[src/rtl/exe_div_seq_pkg.sv]
// rtl/exe_div_seq_pkg.sv - shared constants and state encoding for the EXE divide sequencer
// Reset level, register-address width and FSM encodings used by exe_div_seq.
package exe_div_seq_pkg;

  localparam logic RST_ENABLE = 1'b0;
  localparam int REG_ADDR_W = 5;
  localparam logic [REG_ADDR_W-1:0] ZERO_REG_ADDR = '0;

  typedef enum logic [1:0] {
    DIV_IDLE = 2'd0,
    DIV_RUN  = 2'd1,
    DIV_DONE = 2'd2
  } div_state_e;

endpackage

[src/rtl/exe_div_seq_div_iter_step.sv]
// rtl/exe_div_seq_div_iter_step.sv - one combinational radix-2 restoring divide step
// Shifts {rem, quo} left by one and subtracts the divisor when the trial stays non-negative.
module div_iter_step #(
  parameter int DATA_W = 32
) (
  input  logic [DATA_W-1:0] rem_i,
  input  logic [DATA_W-1:0] quo_i,
  input  logic [DATA_W-1:0] divisor_i,
  output logic [DATA_W-1:0] rem_o,
  output logic [DATA_W-1:0] quo_o
);

  logic [DATA_W:0] shifted;
  logic [DATA_W:0] trial;

  // The shifted partial remainder can reach 2*|b|-1, hence the extra top bit.
  assign shifted = {rem_i, quo_i[DATA_W-1]};
  assign trial   = shifted - {1'b0, divisor_i};
  assign rem_o   = trial[DATA_W] ? shifted[DATA_W-1:0] : trial[DATA_W-1:0];
  assign quo_o   = {quo_i[DATA_W-2:0], ~trial[DATA_W]};

endmodule

[src/rtl/exe_div_seq.sv]
// rtl/exe_div_seq.sv - multi-cycle RV32M divide sequencer attached to the EXE stage
// Holds the pipeline while a restoring divider iterates, then presents the result until acked.
module exe_div_seq
  import exe_div_seq_pkg::*;
#(
  parameter int DATA_W = 32,
  parameter int CNT_W  = 6
) (
  input  logic                  clk_i_DIV,
  input  logic                  rst_i_DIV,
  input  logic                  start_i_DIV,
  input  logic                  signed_i_DIV,
  input  logic                  rem_sel_i_DIV,
  input  logic [DATA_W-1:0]     dividend_i_DIV,
  input  logic [DATA_W-1:0]     divisor_i_DIV,
  input  logic [REG_ADDR_W-1:0] wt_addr_i_DIV,
  input  logic                  cancel_i_DIV,
  input  logic                  ack_i_DIV,
  output logic [DATA_W-1:0]     result_o_DIV,
  output logic [REG_ADDR_W-1:0] wt_addr_o_DIV,
  output logic                  valid_o_DIV,
  output logic                  busy_o_DIV,
  output logic                  stall_o_DIV
);

  localparam logic [CNT_W-1:0]  CNT_LAST = CNT_W'(DATA_W - 1);
  localparam logic [DATA_W-1:0] INT_MIN  = {1'b1, {(DATA_W-1){1'b0}}};

  div_state_e state_q, state_d;

  logic [CNT_W-1:0]      cnt_q;
  logic [DATA_W-1:0]     rem_q;
  logic [DATA_W-1:0]     quo_q;
  logic [DATA_W-1:0]     b_abs_q;
  logic [DATA_W-1:0]     result_q;
  logic [REG_ADDR_W-1:0] wt_addr_q;
  logic                  rem_sel_q;
  logic                  neg_quo_q;
  logic                  neg_rem_q;

  logic                  accept;
  logic                  div_zero;
  logic                  sgn_ovf;
  logic [DATA_W-1:0]     a_abs;
  logic [DATA_W-1:0]     b_abs;
  logic [DATA_W-1:0]     step_rem;
  logic [DATA_W-1:0]     step_quo;
  logic [DATA_W-1:0]     quo_fix;
  logic [DATA_W-1:0]     rem_fix;

  assign accept   = (state_q == DIV_IDLE) && start_i_DIV && !cancel_i_DIV;
  assign div_zero = (divisor_i_DIV == '0);
  assign sgn_ovf  = signed_i_DIV && (dividend_i_DIV == INT_MIN) && (divisor_i_DIV == '1);
  assign a_abs    = (signed_i_DIV && dividend_i_DIV[DATA_W-1]) ? -dividend_i_DIV : dividend_i_DIV;
  assign b_abs    = (signed_i_DIV && divisor_i_DIV[DATA_W-1])  ? -divisor_i_DIV  : divisor_i_DIV;

  div_iter_step #(
    .DATA_W(DATA_W)
  ) u_step (
    .rem_i     (rem_q),
    .quo_i     (quo_q),
    .divisor_i (b_abs_q),
    .rem_o     (step_rem),
    .quo_o     (step_quo)
  );

  // Sign fix-up is applied to the last step's output so DONE sees the final value.
  assign quo_fix = neg_quo_q ? -step_quo : step_quo;
  assign rem_fix = neg_rem_q ? -step_rem : step_rem;

  always_ff @(posedge clk_i_DIV) begin
    if (rst_i_DIV == RST_ENABLE) begin
      state_q <= DIV_IDLE;
    end else begin
      state_q <= state_d;
    end
  end

  always_comb begin
    state_d = state_q;
    case (state_q)
      DIV_IDLE: if (accept) state_d = (div_zero || sgn_ovf) ? DIV_DONE : DIV_RUN;
      DIV_RUN:  if (cnt_q == CNT_LAST) state_d = DIV_DONE;
      DIV_DONE: if (ack_i_DIV) state_d = DIV_IDLE;
      default:  state_d = DIV_IDLE;
    endcase
    if (cancel_i_DIV) state_d = DIV_IDLE;
  end

  always_comb begin
    valid_o_DIV = 1'b0;
    busy_o_DIV  = 1'b0;
    stall_o_DIV = 1'b0;
    case (state_q)
      DIV_IDLE: stall_o_DIV = accept;
      DIV_RUN: begin
        busy_o_DIV  = 1'b1;
        stall_o_DIV = 1'b1;
      end
      DIV_DONE: begin
        busy_o_DIV  = 1'b1;
        valid_o_DIV = 1'b1;
        stall_o_DIV = !ack_i_DIV;
      end
      default: ;
    endcase
    if (rst_i_DIV == RST_ENABLE) stall_o_DIV = 1'b0;
  end

  always_ff @(posedge clk_i_DIV) begin
    if (rst_i_DIV == RST_ENABLE) begin
      cnt_q     <= '0;
      rem_q     <= '0;
      quo_q     <= '0;
      b_abs_q   <= '0;
      result_q  <= '0;
      wt_addr_q <= ZERO_REG_ADDR;
      rem_sel_q <= 1'b0;
      neg_quo_q <= 1'b0;
      neg_rem_q <= 1'b0;
    end else begin
      case (state_q)
        DIV_IDLE: begin
          if (accept) begin
            cnt_q     <= '0;
            rem_q     <= '0;
            quo_q     <= a_abs;
            b_abs_q   <= b_abs;
            wt_addr_q <= wt_addr_i_DIV;
            rem_sel_q <= rem_sel_i_DIV;
            neg_quo_q <= signed_i_DIV && (dividend_i_DIV[DATA_W-1] ^ divisor_i_DIV[DATA_W-1]);
            neg_rem_q <= signed_i_DIV && dividend_i_DIV[DATA_W-1];
            if (div_zero) begin
              result_q <= rem_sel_i_DIV ? dividend_i_DIV : '1;
            end else if (sgn_ovf) begin
              result_q <= rem_sel_i_DIV ? '0 : INT_MIN;
            end
          end
        end
        DIV_RUN: begin
          rem_q <= step_rem;
          quo_q <= step_quo;
          // Saturate rather than wrap so a stray extra RUN cycle cannot restart the count.
          if (cnt_q != CNT_LAST) begin
            cnt_q <= cnt_q + 1'b1;
          end else begin
            result_q <= rem_sel_q ? rem_fix : quo_fix;
          end
        end
        default: ;
      endcase
    end
  end

  assign result_o_DIV  = result_q;
  assign wt_addr_o_DIV = wt_addr_q;

endmodule

[config.mk]
export PLATFORM = sky130hd
export DESIGN_NAME = exe_div_seq
export DESIGN_NICKNAME = d
export VERILOG_FILES = /design/src/rtl/exe_div_seq_pkg.sv /design/src/rtl/exe_div_seq_div_iter_step.sv /design/src/rtl/exe_div_seq.sv
export SDC_FILE = /design/constraint.sdc
export NUM_CORES = 1
export LEC_CHECK = 0
export CAP_MARGIN = 20
export CORE_MARGIN = 2
export CORE_UTILIZATION = 50
export DETAILED_ROUTE_END_ITERATION = 10
export DONT_BUFFER_PORTS = 1
export GPL_ROUTABILITY_DRIVEN = 0
export SETUP_SLACK_MARGIN = 0.1
export SLEW_MARGIN = 30
export SYNTH_ARGS = -nofsm -noshare
export SYNTH_HDL_FRONTEND = slang
export SYNTH_SLANG_ARGS = --single-unit
[constraint.sdc]
create_clock -name clk_i_DIV -period 13.8 [get_ports clk_i_DIV]
set_input_delay 2.07 -clock clk_i_DIV [delete_from_list [all_inputs] [get_ports clk_i_DIV]]
set_output_delay 2.07 -clock clk_i_DIV [all_outputs]
set_load 0.02 [all_outputs]
Yosys cells after proc, flatten, opt, wreduce, memory -nomap -nowiden
Index checks and enable logic that the tools add are counted.
Storage, ports and cells
  bits in registers: 144
  input port bits: 76
  output and inout port bits: 40
  word-level logic and storage cells: 80
Cells by class
  add/subtract/negate cells: 6
  eq/ne operators: 12
  multiplexer cells: 29
  bitwise logic cells: 3
  reductions and logical operators: 20
Operators with widths (count)
  32-bit 2-to-1 mux: 14
  32-bit case mux with 2 select lines: 3
  32-bit negator: 4
  32-bit equality test (second input constant): 2
  33-bit by 32-bit subtractor with 33-bit output: 1
  32-bit zero test: 1
  6-bit 2-to-1 mux: 2
  6-bit case mux with 2 select lines: 1
  2-bit != test (second input constant): 5
  2-bit 2-to-1 mux: 4
  1-bit logical AND: 7
  6-bit by 1-bit adder with 6-bit output (second input constant): 1
  6-bit by 5-bit equality test with 1-bit output (second input constant): 1
  6-bit by 5-bit != test with 1-bit output (second input constant): 1
  2-bit case mux with 3 select lines: 1
  3-bit AND reduction: 2
  2-bit AND reduction: 2
  4-bit AND reduction: 1
  2-bit OR reduction: 2
  1-bit 2-to-1 mux: 3
  3-bit != test (second input constant): 1
  1-bit case mux with 3 select lines: 1
  2-bit by 1-bit equality test with 1-bit output (second input constant): 1
  2-bit equality test (second input constant): 1
  other kinds (6): 8

Longest topological paths before layout
  depth in word-level cells: 7
  depth in mapped cells: 24
  gate-level depth less buffers: 20

Cells and area by module
Synthesis repeated with hierarchy kept, for this count alone.
Second synthesis, totals
  cell total of the unflattened synthesis: 1516
  area total of the unflattened synthesis: 11304.6 µm²
By module, submodules not included
  exe_div_seq: instances 1, cells an instance 1174, area each 8816.0 µm²
  div_iter_step: instances 1, cells an instance 342, area each 2488.6 µm²

Worst setup path before layout
OpenSTA, ideal clock, no wires.
  path kind: input port to output port
  start: input port start_i_DIV
  end: output port stall_o_DIV
  arrival: 3.345 ns
  required time: 11.730 ns
  path slack: 8.385 ns
  stages: 5
  buffers on the path: 2
  path through: nand2_1 or2_2 clkbuf_1 buf_1 a211oi_1
On the way
  cells in the longest elaborated chain, start to end: 4
Ends and longest elaborated chain
  start, declared: RTL line exe_div_seq.sv:11  | input logic start_i_DIV,
  1-bit logical AND (2 in a row): RTL line exe_div_seq.sv:51  | assign accept = (state_q == DIV_IDLE) && start_i_DIV && !cancel_i_DIV;
  1-bit case mux with 3 select lines: RTL line exe_div_seq.sv:94  | case (state_q)
  1-bit 2-to-1 mux: RTL line exe_div_seq.sv:107  | if (rst_i_DIV == RST_ENABLE) stall_o_DIV = 1'b0;
  end, declared: RTL line exe_div_seq.sv:23  | output logic stall_o_DIV
Every way passes these cells.

Worst setup path in the final report
  start: register rem_q[18]
  end: register result_q[16] (netlist: result_o_DIV[16])
On the way
  cells in the longest elaborated chain, start to end: 7
Ends and longest elaborated chain
  start, declared: RTL line exe_div_seq.sv:32  | logic [DATA_W-1:0] rem_q;
  start signal, assigned: RTL line exe_div_seq.sv:141  | rem_q <= step_rem;
  33-bit by 32-bit subtractor with 33-bit output (*): RTL line exe_div_seq_div_iter_step.sv:18  | assign trial = shifted - {1'b0, divisor_i};
  32-bit 2-to-1 mux / 1-bit NOT (equally long branches): RTL line exe_div_seq_div_iter_step.sv:19, exe_div_seq_div_iter_step.sv:20
  32-bit negator (on tied branches): RTL line exe_div_seq.sv:69, exe_div_seq.sv:68
  32-bit 2-to-1 mux (on tied branches): RTL line exe_div_seq.sv:69, exe_div_seq.sv:68
  32-bit 2-to-1 mux (*): RTL line exe_div_seq.sv:147  | result_q <= rem_sel_q ? rem_fix : quo_fix;
  32-bit 2-to-1 mux (*): RTL line exe_div_seq.sv:144  | if (cnt_q != CNT_LAST) begin
  32-bit case mux with 2 select lines (*): RTL line exe_div_seq.sv:122  | case (state_q)
  end signal, assigned: RTL line exe_div_seq.sv:134  | result_q <= rem_sel_i_DIV ? dividend_i_DIV : '1;
  end signal, assigned: RTL line exe_div_seq.sv:136  | result_q <= rem_sel_i_DIV ? '0 : INT_MIN;
  end signal, assigned: RTL line exe_div_seq.sv:147
  end, declared: RTL line exe_div_seq.sv:35  | logic [DATA_W-1:0] result_q;
Every way passes the cells marked *; elsewhere a longest branch is shown, timed or not. The select of a mux whose other input is x is not followed.
A chain may end at the register's enable or synchronous reset.

==> impl_metrics.json <==
{
  "peakVddDrop_uv": 92.1,
  "path_max_fanout": 18,
  "fmax_mhz": 173,
  "die_y_um": 159,
  "start_util_pct": 50.9,
  "antenna_found_initial": 1,
  "rsz0062_at_grt": "false",
  "floorplan.die.width_um": 159,
  "synth_enable_flop_cells": 0,
  "fin_crit_sh_pct": 41.9,
  "num_vias": 12200,
  "groute.usage.overall_pct": 32.4,
  "die_area_um2": 25100,
  "setup_viol": 0,
  "whs_path_depth": 2,
  "seq_area_frac_synth_pct": 24.1,
  "vias_per_cell": 6.35,
  "power_density_nw_per_um2": 99.7,
  "grt_use_met3_pct": 8.11,
  "crit_type": "reg -> reg",
  "r2r_slack_ns": 8.02,
  "drive_gt1_share_pct": 5.87,
  "avgSynthCellArea_um2": 7.18,
  "port_buffers": 0,
  "hold_buffers": 0,
  "slew_headroom_pct": 38.9,
  "ys_ff_latch": 144,
  "cts_buffer_depth": 2,
  "ant_nets": 0,
  "syn-cell-area_um2": 11900,
  "endpoint_kind": "flop",
  "met2_usage_pct": 52.6,
  "hp-class": "reg -> reg",
  "synthFlopType": "dfxtp_1",
  "ctsResizeCount": 0,
  "n_fill_cell": 2364,
  "drcViolationCount": 0,
  "p_leak_nw": 4.72,
  "yosysUniqueCellTypes": 80,
  "slew_violations": 0,
  "clkTransAtPathRegs_ns": 0.07,
  "antenna_cells": 0,
  "dr.pass1.iters": 5,
  "p_total_w": 0.00126,
  "whs_endpoint": "b_abs_q[25]$_SDFFE_PN0P_",
  "nets": 1708,
  "synthArstFlopShare_pct": 0,
  "use_met1_pct": 42.7,
  "ios": 116,
  "worstMarginPinSlew_ns": 0.916,
  "worst_r2r_endpoint": "result_o_DIV[16]$_SDFFE_PN0P_",
  "cp_data_arrival_time_ns": 6.07,
  "wl_per_cell_um": 21.1,
  "reg2reg_from": "rem_q[18]$_SDFFE_PN0P_",
  "period_needed_ns": 5.78,
  "clk-insertion-delay-late_ns": 0.45,
  "skew_ns": 0.0136,
  "rows": 56,
  "numCtsBuffers": 17,
  "syn_inst": 1663,
  "grt_pass1_wl_mm": 63.3,
  "yosysWarningCount": 0,
  "grt_max_degree": 89,
  "htreeDepth": 4,
  "r2r_cells": 18,
  "synth_nets": 1782,
  "cap_viol_max_count": 0,
  "cts.sinks": 144,
  "grt_pass1_vias": 11400,
  "drtIter0Drc": 1009,
  "tns_ns": 0,
  "drt_wl_total_mm": 40.6,
  "grt_busiest_layer": "met2",
  "hold_viol": 0,
  "cts-root-buf": "clkbuf_16",
  "syn_to_final_growth_pct": 6.16,
  "status": "completed",
  "post_cts_buffers": 0,
  "core_area_um2": 23500,
  "overflow": 0,
  "worstPathRequired_ns": 14.09,
  "tritoncts": "built",
  "min_from": "b_abs_q[25]$_SDFFE_PN0P_",
  "dp_hpwl_mm": 30.1,
  "cp-start-kind": "flop"
}
[cell type report]
cell class,count,area (um2),area share [%]
timing repair buffer,17,131,1.04
multi-input combinational,1344,8440,66.5
clock inverter,13,153,1.20
inverter,65,245,1.93
clock buffer,18,429,3.39
tap,319,399,3.15
sequential,144,2880,22.7
[per-layer routing]
| metal | vias up | part of all wire [%] |
|---|---|---|
| li1 | 5908 | - |
| met1 | 5718 | 43 |
| met2 | 497 | 46 |
| met3 | 73 | 8.6 |
| met4 | 0 | 2.2 |
| met5 | - | 0 |
[through the flow]
stage               util, %  cells  hold slack (ns)  setup WS, ns  area [um2]
floorplan                 -   1663            0.432          8.39       11900
global placement       51.5   1889            0.442          8.05       12100
detailed placement     51.5   1889            0.450          8.10       12100
CTS                    54.0   1920            0.457          8.20       12700
global route           54.0   1920            0.490          7.56       12700
finish                 54.0   1920            0.457          8.02       12700
[power breakdown]
part	switching, W	internal (W)	leakage [nW]
clock network	0.000209	0.000269	0.275
registers	0.0000254	0.000436	1.17
logic	0.000209	0.000115	3.27
[how the worst max path moves through the flow]
| stage | slack [ns] | endpoint | depth (start not counted) | from |
|---|---|---|---|---|
| 3_3_place_gp | 8.05 | result_o_DIV[16]$_SDFFE_PN0P_ | 18 | rem_q[18]$_SDFFE_PN0P_ |
| 2_1_floorplan | 8.39 | stall_o_DIV | 5 | start_i_DIV |
| 6_report | 8.02 | result_o_DIV[16]$_SDFFE_PN0P_ | 18 | rem_q[18]$_SDFFE_PN0P_ |
| 5_1_grt | 7.56 | result_o_DIV[16]$_SDFFE_PN0P_ | 18 | rem_q[18]$_SDFFE_PN0P_ |
| 3_5_place_dp | 8.10 | result_o_DIV[28]$_SDFFE_PN0P_ | 14 | divisor_i_DIV[0] |
| 4_1_cts | 8.20 | result_o_DIV[16]$_SDFFE_PN0P_ | 18 | rem_q[18]$_SDFFE_PN0P_ |
[synthesized netlist by cell type, types with 16 or more instances]
master    instances  share of area, %
a211oi_1         39               2.5
a21oi_1         147               6.2
a22oi_1          19               1.2
a31oi_1          31               1.6
and2_1           18              0.94
clkbuf_1         88               2.8
dfxtp_1         144                24
ha_1             42               4.4
inv_1            64               2.0
mux2i_1          39               3.3
nand2_1         142               4.5
nand3_1          26               1.1
nand4_1          27               1.4
nor2_1          221               6.9
nor3_1           40               1.7
o211ai_1         17               1.1
o21ai_0         143               6.0
o31ai_1          30               1.9
o41ai_1          16               1.2
or3_1            25               1.3
xnor2_1          66               4.8
xor2_1           52               3.8
[state kept, by name (all words and copies together), names as in the netlist]
signal and cells:
b_abs_q 32, cnt_q 6, neg_quo_q 1, neg_rem_q 1, quo_q 32, rem_q 32
rem_sel_q 1, result_o_DIV 32, state_q 2, wt_addr_o_DIV 5
[critical path, cell delays in order (launching register included)]
cell      delay, ns
dfxtp_1        0.48
ha_1           0.41
a21oi_1        0.42
o21ai_0        0.26
a21oi_1        0.27
o21ai_0        0.22
nor3_4         0.66
nor2_4         0.04
inv_1          0.33
buf_4          0.33
o21ai_0        0.21
inv_1          0.11
ha_1           0.26
nand4_1        0.10
mux2_2         0.33
or4b_2         0.68
a211oi_1       0.29
nand4b_1       0.15
a21oi_1        0.07
[layout by cell type (no fill, tap or decap), types with 19 or more instances in the layout]
master,count
nor2_1,219
a21oi_1,146
dfxtp_1,144
o21ai_0,143
nand2_1,142
xnor2_1,66
inv_1,64
xor2_1,52
ha_1,41
a211oi_1,39
mux2i_1,39
nor3_1,39
a31oi_1,31
o31ai_1,30
nand4_1,27
nand3_1,26
or3_1,25
a22oi_1,19
[cell families (layout without fill, tap and decap cells)]
logic type      Yosys count  count (layout)  synth area share [%]
mux                      52              52                  4.50
buf+inv                 175             113                  5.64
fa+ha+maj                43              43                  4.57
xor+xnor                118             118                  8.66
compound gates          546             546                  29.0
flops                   144             144                  24.1
simple gates            585             585                  23.5
(Power assumes the default switching activity.)
